**config.mk**
```make
export PLATFORM = sky130hd
export DESIGN_NAME = counter_x
export DESIGN_NICKNAME = d
export VERILOG_FILES = /design/src/rtl/counter_x.sv
export SDC_FILE = /design/constraint.sdc
export NUM_CORES = 1
export LEC_CHECK = 0
export ABC_AREA = 1
export CORE_MARGIN = 4
export CORE_UTILIZATION = 45
export CTS_BUF_LIST = sky130_fd_sc_hd__clkbuf_8
export DETAILED_ROUTE_END_ITERATION = 6
export HOLD_SLACK_MARGIN = 0.02
export PLACE_DENSITY = 0.64
export SLEW_MARGIN = 15
export SYNTH_ARGS = -nofsm -noshare
export SYNTH_HDL_FRONTEND = slang
export SYNTH_SLANG_ARGS = --single-unit
```
**constraint.sdc**
```tcl
create_clock -name clk -period 2.1 [get_ports clk]
set_input_delay 0.21 -clock clk [delete_from_list [all_inputs] [get_ports clk]]
set_output_delay 0.21 -clock clk [all_outputs]
set_load 0.02 [all_outputs]
```
**src/rtl/counter_x.sv**
```systemverilog
// counter_x: three 32-bit down-counter channels plus a 9-bit control word behind one bus window.
// Latency: writes land on the next clk edge; counter_out is a combinational mux (zero latency).
// Backpressure: none; every counter_we strobe is accepted in the cycle it is presented.
//
// Ports:
//   clk, rst        - system clock; synchronous active-high reset
//   counter_we      - single-cycle write strobe from the I/O decoder
//   counter_set     - target select: 0..2 channel, 3 control word
//   Peripheral_in   - write data
//   counter_out     - live value of the selected target
//   counter0_out..counter2_out - per-channel status flags
module counter_x #(
    parameter int unsigned PRESCALE = 1,
    parameter int unsigned CH_W     = 32
) (
    input  logic            clk,
    input  logic            rst,
    input  logic            counter_we,
    input  logic [1:0]      counter_set,
    input  logic [CH_W-1:0] Peripheral_in,
    output logic [CH_W-1:0] counter_out,
    output logic            counter0_out,
    output logic            counter1_out,
    output logic            counter2_out
);

    typedef enum logic [1:0] {
        MODE_ONESHOT     = 2'b00,
        MODE_PERIODIC    = 2'b01,
        MODE_SQUARE      = 2'b10,
        MODE_ONESHOT_ALT = 2'b11
    } mode_e;

    localparam int unsigned     NUM_CH  = 3;
    localparam int unsigned     CTRL_W  = 3 * NUM_CH;
    localparam int unsigned     PS_W    = (PRESCALE > 1) ? $clog2(PRESCALE) : 1;
    localparam logic [PS_W-1:0] PS_LAST = PS_W'(PRESCALE - 1);
    localparam logic [CH_W-1:0] ONE     = CH_W'(1);

    // Prescaler and control word
    logic [PS_W-1:0]   r_presc;
    logic              w_tick;
    logic [CTRL_W-1:0] r_ctrl;
    logic              w_ctrl_wr;

    // Channel state
    logic [CH_W-1:0]   r_count  [NUM_CH];
    logic [CH_W-1:0]   r_reload [NUM_CH];
    logic [NUM_CH-1:0] r_out;
    // Marks a status bit that was raised as a periodic pulse; such a bit
    // drops on the following edge whatever the tick or enable state.
    logic [NUM_CH-1:0] r_pulse;

    // Next-state from the per-channel logic
    logic [CH_W-1:0]   w_count_nxt [NUM_CH];
    logic [NUM_CH-1:0] w_out_nxt;
    logic [NUM_CH-1:0] w_pulse_nxt;
    logic [NUM_CH-1:0] w_ch_wr;

    assign w_tick    = (r_presc == PS_LAST);
    assign w_ctrl_wr = counter_we && (counter_set == 2'd3);

    for (genvar g = 0; g < NUM_CH; g++) begin : g_ch
        logic            w_en;
        mode_e           w_mode;
        logic [CH_W-1:0] w_cnt_n;
        logic            w_out_n;
        logic            w_pulse_n;

        assign w_ch_wr[g] = counter_we && (counter_set == 2'(g));
        assign w_en       = r_ctrl[3*g];
        assign w_mode     = mode_e'(r_ctrl[3*g+1 +: 2]);

        always_comb begin
            w_cnt_n   = r_count[g];
            w_out_n   = r_out[g];
            w_pulse_n = 1'b0;
            if (w_ch_wr[g]) begin
                // A bus write wins over a tick landing on the same edge.
                w_cnt_n = Peripheral_in;
                w_out_n = 1'b0;
            end else begin
                if (r_pulse[g]) begin
                    w_out_n = 1'b0;
                end
                if (w_tick && w_en) begin
                    // Every mode simply counts down while above 1; the
                    // modes only differ in what happens at the bottom.
                    if (r_count[g] > ONE) begin
                        w_cnt_n = r_count[g] - ONE;
                    end else begin
                        case (w_mode)
                            MODE_PERIODIC: begin
                                // Reaching 0 by other means (mode switch)
                                // reloads silently without a pulse.
                                w_cnt_n = r_reload[g];
                                if (r_count[g] == ONE) begin
                                    w_out_n   = 1'b1;
                                    w_pulse_n = 1'b1;
                                end
                            end
                            MODE_SQUARE: begin
                                w_cnt_n = r_reload[g];
                                if (r_reload[g] != '0) begin
                                    w_out_n = ~r_out[g];
                                end
                            end
                            default: begin
                                // One-shot: expire once at 1, then hold 0
                                // with the flag latched until rewritten.
                                if (r_count[g] == ONE) begin
                                    w_cnt_n = '0;
                                    w_out_n = 1'b1;
                                end
                            end
                        endcase
                    end
                end
            end
        end

        assign w_count_nxt[g] = w_cnt_n;
        assign w_out_nxt[g]   = w_out_n;
        assign w_pulse_nxt[g] = w_pulse_n;
    end

    always_ff @(posedge clk) begin
        if (rst) begin
            r_presc <= '0;
            r_ctrl  <= '0;
            r_out   <= '0;
            r_pulse <= '0;
            for (int i = 0; i < NUM_CH; i++) begin
                r_count[i]  <= '0;
                r_reload[i] <= '0;
            end
        end else begin
            r_presc <= w_tick ? '0 : r_presc + 1'b1;
            // Upper write-data bits have no meaning for the control word.
            if (w_ctrl_wr) begin
                r_ctrl <= Peripheral_in[CTRL_W-1:0];
            end
            for (int i = 0; i < NUM_CH; i++) begin
                r_count[i] <= w_count_nxt[i];
                if (w_ch_wr[i]) begin
                    r_reload[i] <= Peripheral_in;
                end
            end
            r_out   <= w_out_nxt;
            r_pulse <= w_pulse_nxt;
        end
    end

    always_comb begin
        case (counter_set)
            2'd0:    counter_out = r_count[0];
            2'd1:    counter_out = r_count[1];
            2'd2:    counter_out = r_count[2];
            default: counter_out = CH_W'(r_ctrl);
        endcase
    end

    assign counter0_out = r_out[0];
    assign counter1_out = r_out[1];
    assign counter2_out = r_out[2];

endmodule
```
Word-level counts from Yosys, hierarchy flattened
Memory sizes are Yosys's and may differ from the RTL's.
Cells that the tools add are included.
W data, S select, Z words.
Storage, ports and cells
  RAM bits: 192
  register bits after elaboration: 16
  memories: 2
  output and inout bits: 35
  input bits: 37
  logic and storage cells: 121
Memory list
  r_count: depth 3, bits a word 32, read ports 3, clocked after memory_dff 0, wr ports 3, line 47  | logic [CH_W-1:0] r_count [NUM_CH];
  r_reload: depth 3, bits a word 32, read ports 3, clocked after memory_dff 0, wr ports 3, line 48  | logic [CH_W-1:0] r_reload [NUM_CH];
Cells by class
  add/subtract/negate cells: 4
  magnitude comparators: 3
  eq/ne operators: 12
  reductions and logical operators: 21
  bitwise operators: 16
  muxes and demuxes: 55
Operators by type and width (count)
  $mux W32: 21
  $eq A32 B1 Y1 const B: 3
  $gt A32 B1 Y1 const B: 3
  $pmux W32 S3: 1
  $reduce_bool A32 Y1: 3
  $sub A32 B1 Y32 const B: 3
  $mux W1: 33
  $reduce_or A5 Y1: 3
  $reduce_or A2 Y1: 7
  $eq A2 B2 Y1 const B: 5
  $not A1 Y1: 10
  $eq A2 B1 Y1 const B: 4
  $logic_and A1 B1 Y1: 7
  $or A1 B1 Y1: 6
  $logic_not A2 Y1: 1
  $add A1 B1 Y1 const B: 1

Longest topological paths before layout
Gate-level depths: netlist of run 1.
  depth after elaboration: 7
  mapped depth: 15
  gate-level depth less buffers: 14

Worst setup path before layout of run 1
OpenSTA, ideal clock, no wires.
  kind: input to register
  from: input port counter_set[1]
  to: memory r_reload[1][0] (netlist: r_reload[0][32]) (enable)
  library setup time: 0.391 ns
  stages on the path: 7
  buffers on the path: 2
  arrival: 1.869 ns
  path slack: -0.160 ns
  data required time: 1.709 ns
  path through: buf_2 nor2_2 inv_2 nor2_2 inv_2 clkbuf_1 nand2_1
RTL lines
  start, declared: line 19  | input logic [1:0] counter_set,
  end, declared: line 48

==> flow_summary.toml, run 1 <==
[route]
drt-pass1-iter-count = 6
drt_iter0_markers = 1870
drc = 0
via_count = 15020
wl_mm = 60.88
viasPerCell = 5.648
wl_per_cell_um = 22.89
ant_nets = 0

[critical_path]
worstReg2RegEnd = "r_count[0][58]"
crit_path_cell_trace = "inv_1 -> o221ai_4 -> clkdlybuf4s15_1"
path_class = "flip-flop to primary output"
path_buf_inv = 2
crit_slowest_cell = "dfxtp_1"
cp.arrival_ps = 1890
reg2reg_depth = 12
cp_max_fo = 5
start_kind = "flip-flop"
r2r_start = "r_count[0][52]"
critPathRequiredTime_ps = 1890
max_stage_delay_ps = 460
path_delay_family = "buffers and inverters"
endpoint_kind = "primary output"
r2r_setup_slack_ps = 100

[clock_network]
hold_buffers = 0
clkTransAtPathRegs_ps = 60
clock-root-buffer = "clkbuf_8"
clock_sink_count = 208
tritoncts = "yes"
max-clock-path-buffers = 3
clk_latency_ps = 580
numCtsBuffers = 40
htreeDepth = 2

[global_route]
grt_max_degree = 79
overflow = 0
globalRouteTotalUtil = 0.3594
grt_pass1_vias = 13950
antenna_found_initial = 1
grt_pass1_wl_mm = 88.35

[final_layout]
synthToLayoutAreaGrowth_pct = 26.39
final_cell_area_um2 = 16870
instances_no_fill = 2660
drive_above_1_share = 0.1626
nNetsFinal = 2292
n_fill_cell = 2891

[synthesis]
syn_nets = 2039
synth_cell_type_count = 40
synth_common_cells = "nand2_1 (467), nor2_1 (357), inv_1 (226)"
yosysSeqAreaShare = 0.3839
yosys.area.top_type = "edfxtp_1"
syn_area_um2 = 13350
synth_edf_count = 96
ys.flop_type = "dfxtp_1"
synth-seq-cells = 208
synthArstFlopShare = 0
synthTopCellsByArea = "edfxtp_1 (22%), dfxtp_1 (17%), nand2_1 (13%)"
syn_area_per_cell_um2 = 6.708
post-synth-top-area-fraction = 0.2160
yosysMostFrequentCell = "nand2_1"
synth_cells = 1990
synth_warnings = 0

[timing]
skew_ps = 46.64
tns_ps = 0
period_share = 0.9977
rsz0062_at_grt = "true"
fmax_mhz = 477.3
setup_viol = 0
hold_viol = 0
setup_ws_ps = 4.742
min_period_ps = 2095
slew_viol_final = 0
slew_headroom = 0.6307
worst_pin_slew_ps = 551.9

[floorplanning]
die-height_um = 180.2
core.rowCount = 62
die_x_um = 180.2
core_area_um2 = 29010
start_util = 0.4601
pin_count = 72
die-area_um2 = 32480

[min_path]
min_path_type = "input port to flip-flop"
min_path_cells = 3
min_to = "r_count[0][31]"
hp-start = "rst"

[power_and_ir_drop]
ir_drop_mv = 0.4772
leakage_uw = 0.007736
power_density_nw_per_um2 = 791.0
totalPowerFinal_uw = 13350

[run]
drv_cap = 0

[placed_design]
gp_congestion = 1.090
dpl_worst_slack_ps = -229.7
port_buffers = 71
place_inst = 2584
place_area_um2 = 16000
place_hpwl_mm = 47.71

[outcome]
status = "complete, no violations"
## stage by stage
stage,utilization,hold slack (ps)
floorplan,-,403.3
global placement,0.5516,465.5
detailed placement,0.5516,496.9
CTS,0.5766,211.7
global route,0.5815,220.5
finish,0.5816,224.3
## placed cells by master, fill, tap and decap left out, types with 2 or more instances in the layout
cell	n
o211ai_1	8
dlygate4sd2_1	24
nor2_1	345
nand4_1	33
xnor2_1	4
dfxtp_1	111
a21oi_2	4
o21ai_0	87
edfxtp_1	96
nor3_1	8
inv_2	14
ha_2	2
clkinv_1	6
nor2_4	15
o22ai_1	14
o221ai_1	22
nand3_1	195
buf_4	183
xor2_1	34
ha_1	10
clkdlybuf4s50_1	38
o21bai_1	8
buf_6	3
o21ai_1	22
or2_2	3
nor2_2	28
buf_12	20
nand2_2	16
a21oi_1	136
nand2_1	461
inv_1	232
clkdlybuf4s15_1	5
nand3_2	3
clkinv_2	14
clkbuf_2	3
nand2_4	8
clkbuf_8	42
## worst max-delay path by stage
stage,start,to,slack (ps),cells past startpoint
3_3_place_gp,counter_set[1],counter_out[27],-210,5
5_1_grt,counter_set[1],counter_out[1],-80,8
3_5_place_dp,counter_set[1],counter_out[27],-230,5
4_1_cts,r_count[0][65],r_count[0][75],7,14
2_1_floorplan,counter_set[1],r_reload[0][64],10,5
6_report,r_count[0][91],counter_out[27],5,3
## power by group
| part | switching (uW) | internal (uW) |
|---|---|---|
| Clock | 1940 | 2000 |
| Sequential | 231 | 4550 |
| Combinational | 2960 | 1660 |
## final cells by class
type	count	area [um2]	area share
Inverter	238	905.9	0.05369
Timing Repair Buffer	278	2484	0.1472
Tap cell	384	480.5	0.02848
Antenna cell	1	2.502	0.0001483
Clock buffer	42	578.1	0.03426
Sequential cell	208	5126	0.3038
Clock inverter	32	173.9	0.01031
Multi-Input combinational cell	1477	7122	0.4221
## metal layers
metal  share of wire  routed length (um)  track usage
met1            0.39               23660       0.4649
met2            0.43               26300       0.5503
met3            0.12                7526       0.1118
met4           0.055                3376       0.1682
met5         0.00021                  13            0
## sequential cells by signal, indices dropped and copies added (netlist names)
register  count
r_reload     96
r_presc       1
r_pulse       3
r_ctrl        9
r_out         3
r_count      96
## cell families (layout without fill, tap and decap cells)
| family | count (synthesis) | in the layout | synth area share |
|---|---|---|---|
| XOR/XNOR | 38 | 38 | 0.02493 |
| flip-flops | 208 | 208 | 0.3839 |
| buffers and inverters | 305 | 590 | 0.09204 |
| other | 1 | 2 | 0.0002809 |
| AND/OR/NAND/NOR | 1121 | 1121 | 0.3613 |
| AO/OA/AOI/OAI | 305 | 305 | 0.1263 |
| adder cells (fa/ha/maj) | 12 | 12 | 0.01125 |
## worst reg2reg max path, cell delays in order, from the launching register on
cell,delay (ps)
dfxtp_1,320
nor2_1,200
nand2_1,140
nor2_2,180
nand2_2,140
nor2_4,130
nand2_2,90
nand2_4,70
buf_4,250
nand3_1,110
o21ai_0,90
inv_1,60
a21oi_1,120
## what timing repair did
| action | CTS | global route |
|---|---|---|
| pin swaps | 0 | 7 |
| hold endpoints to repair | 0 | 0 |
| resized for setup | 36 | 57 |
| setup endpoints to repair | 56 | 92 |
| setup buffers | 0 | 1 |
Note: power is estimated with default switching activity, not from simulation.
==> run 2, diff against run 1 <==
Settings changed: CTS_CLUSTER_SIZE set to 24.
==> results of run 2 <==
Same layout as run 1: the final DEF is identical, and so are final timing and power.
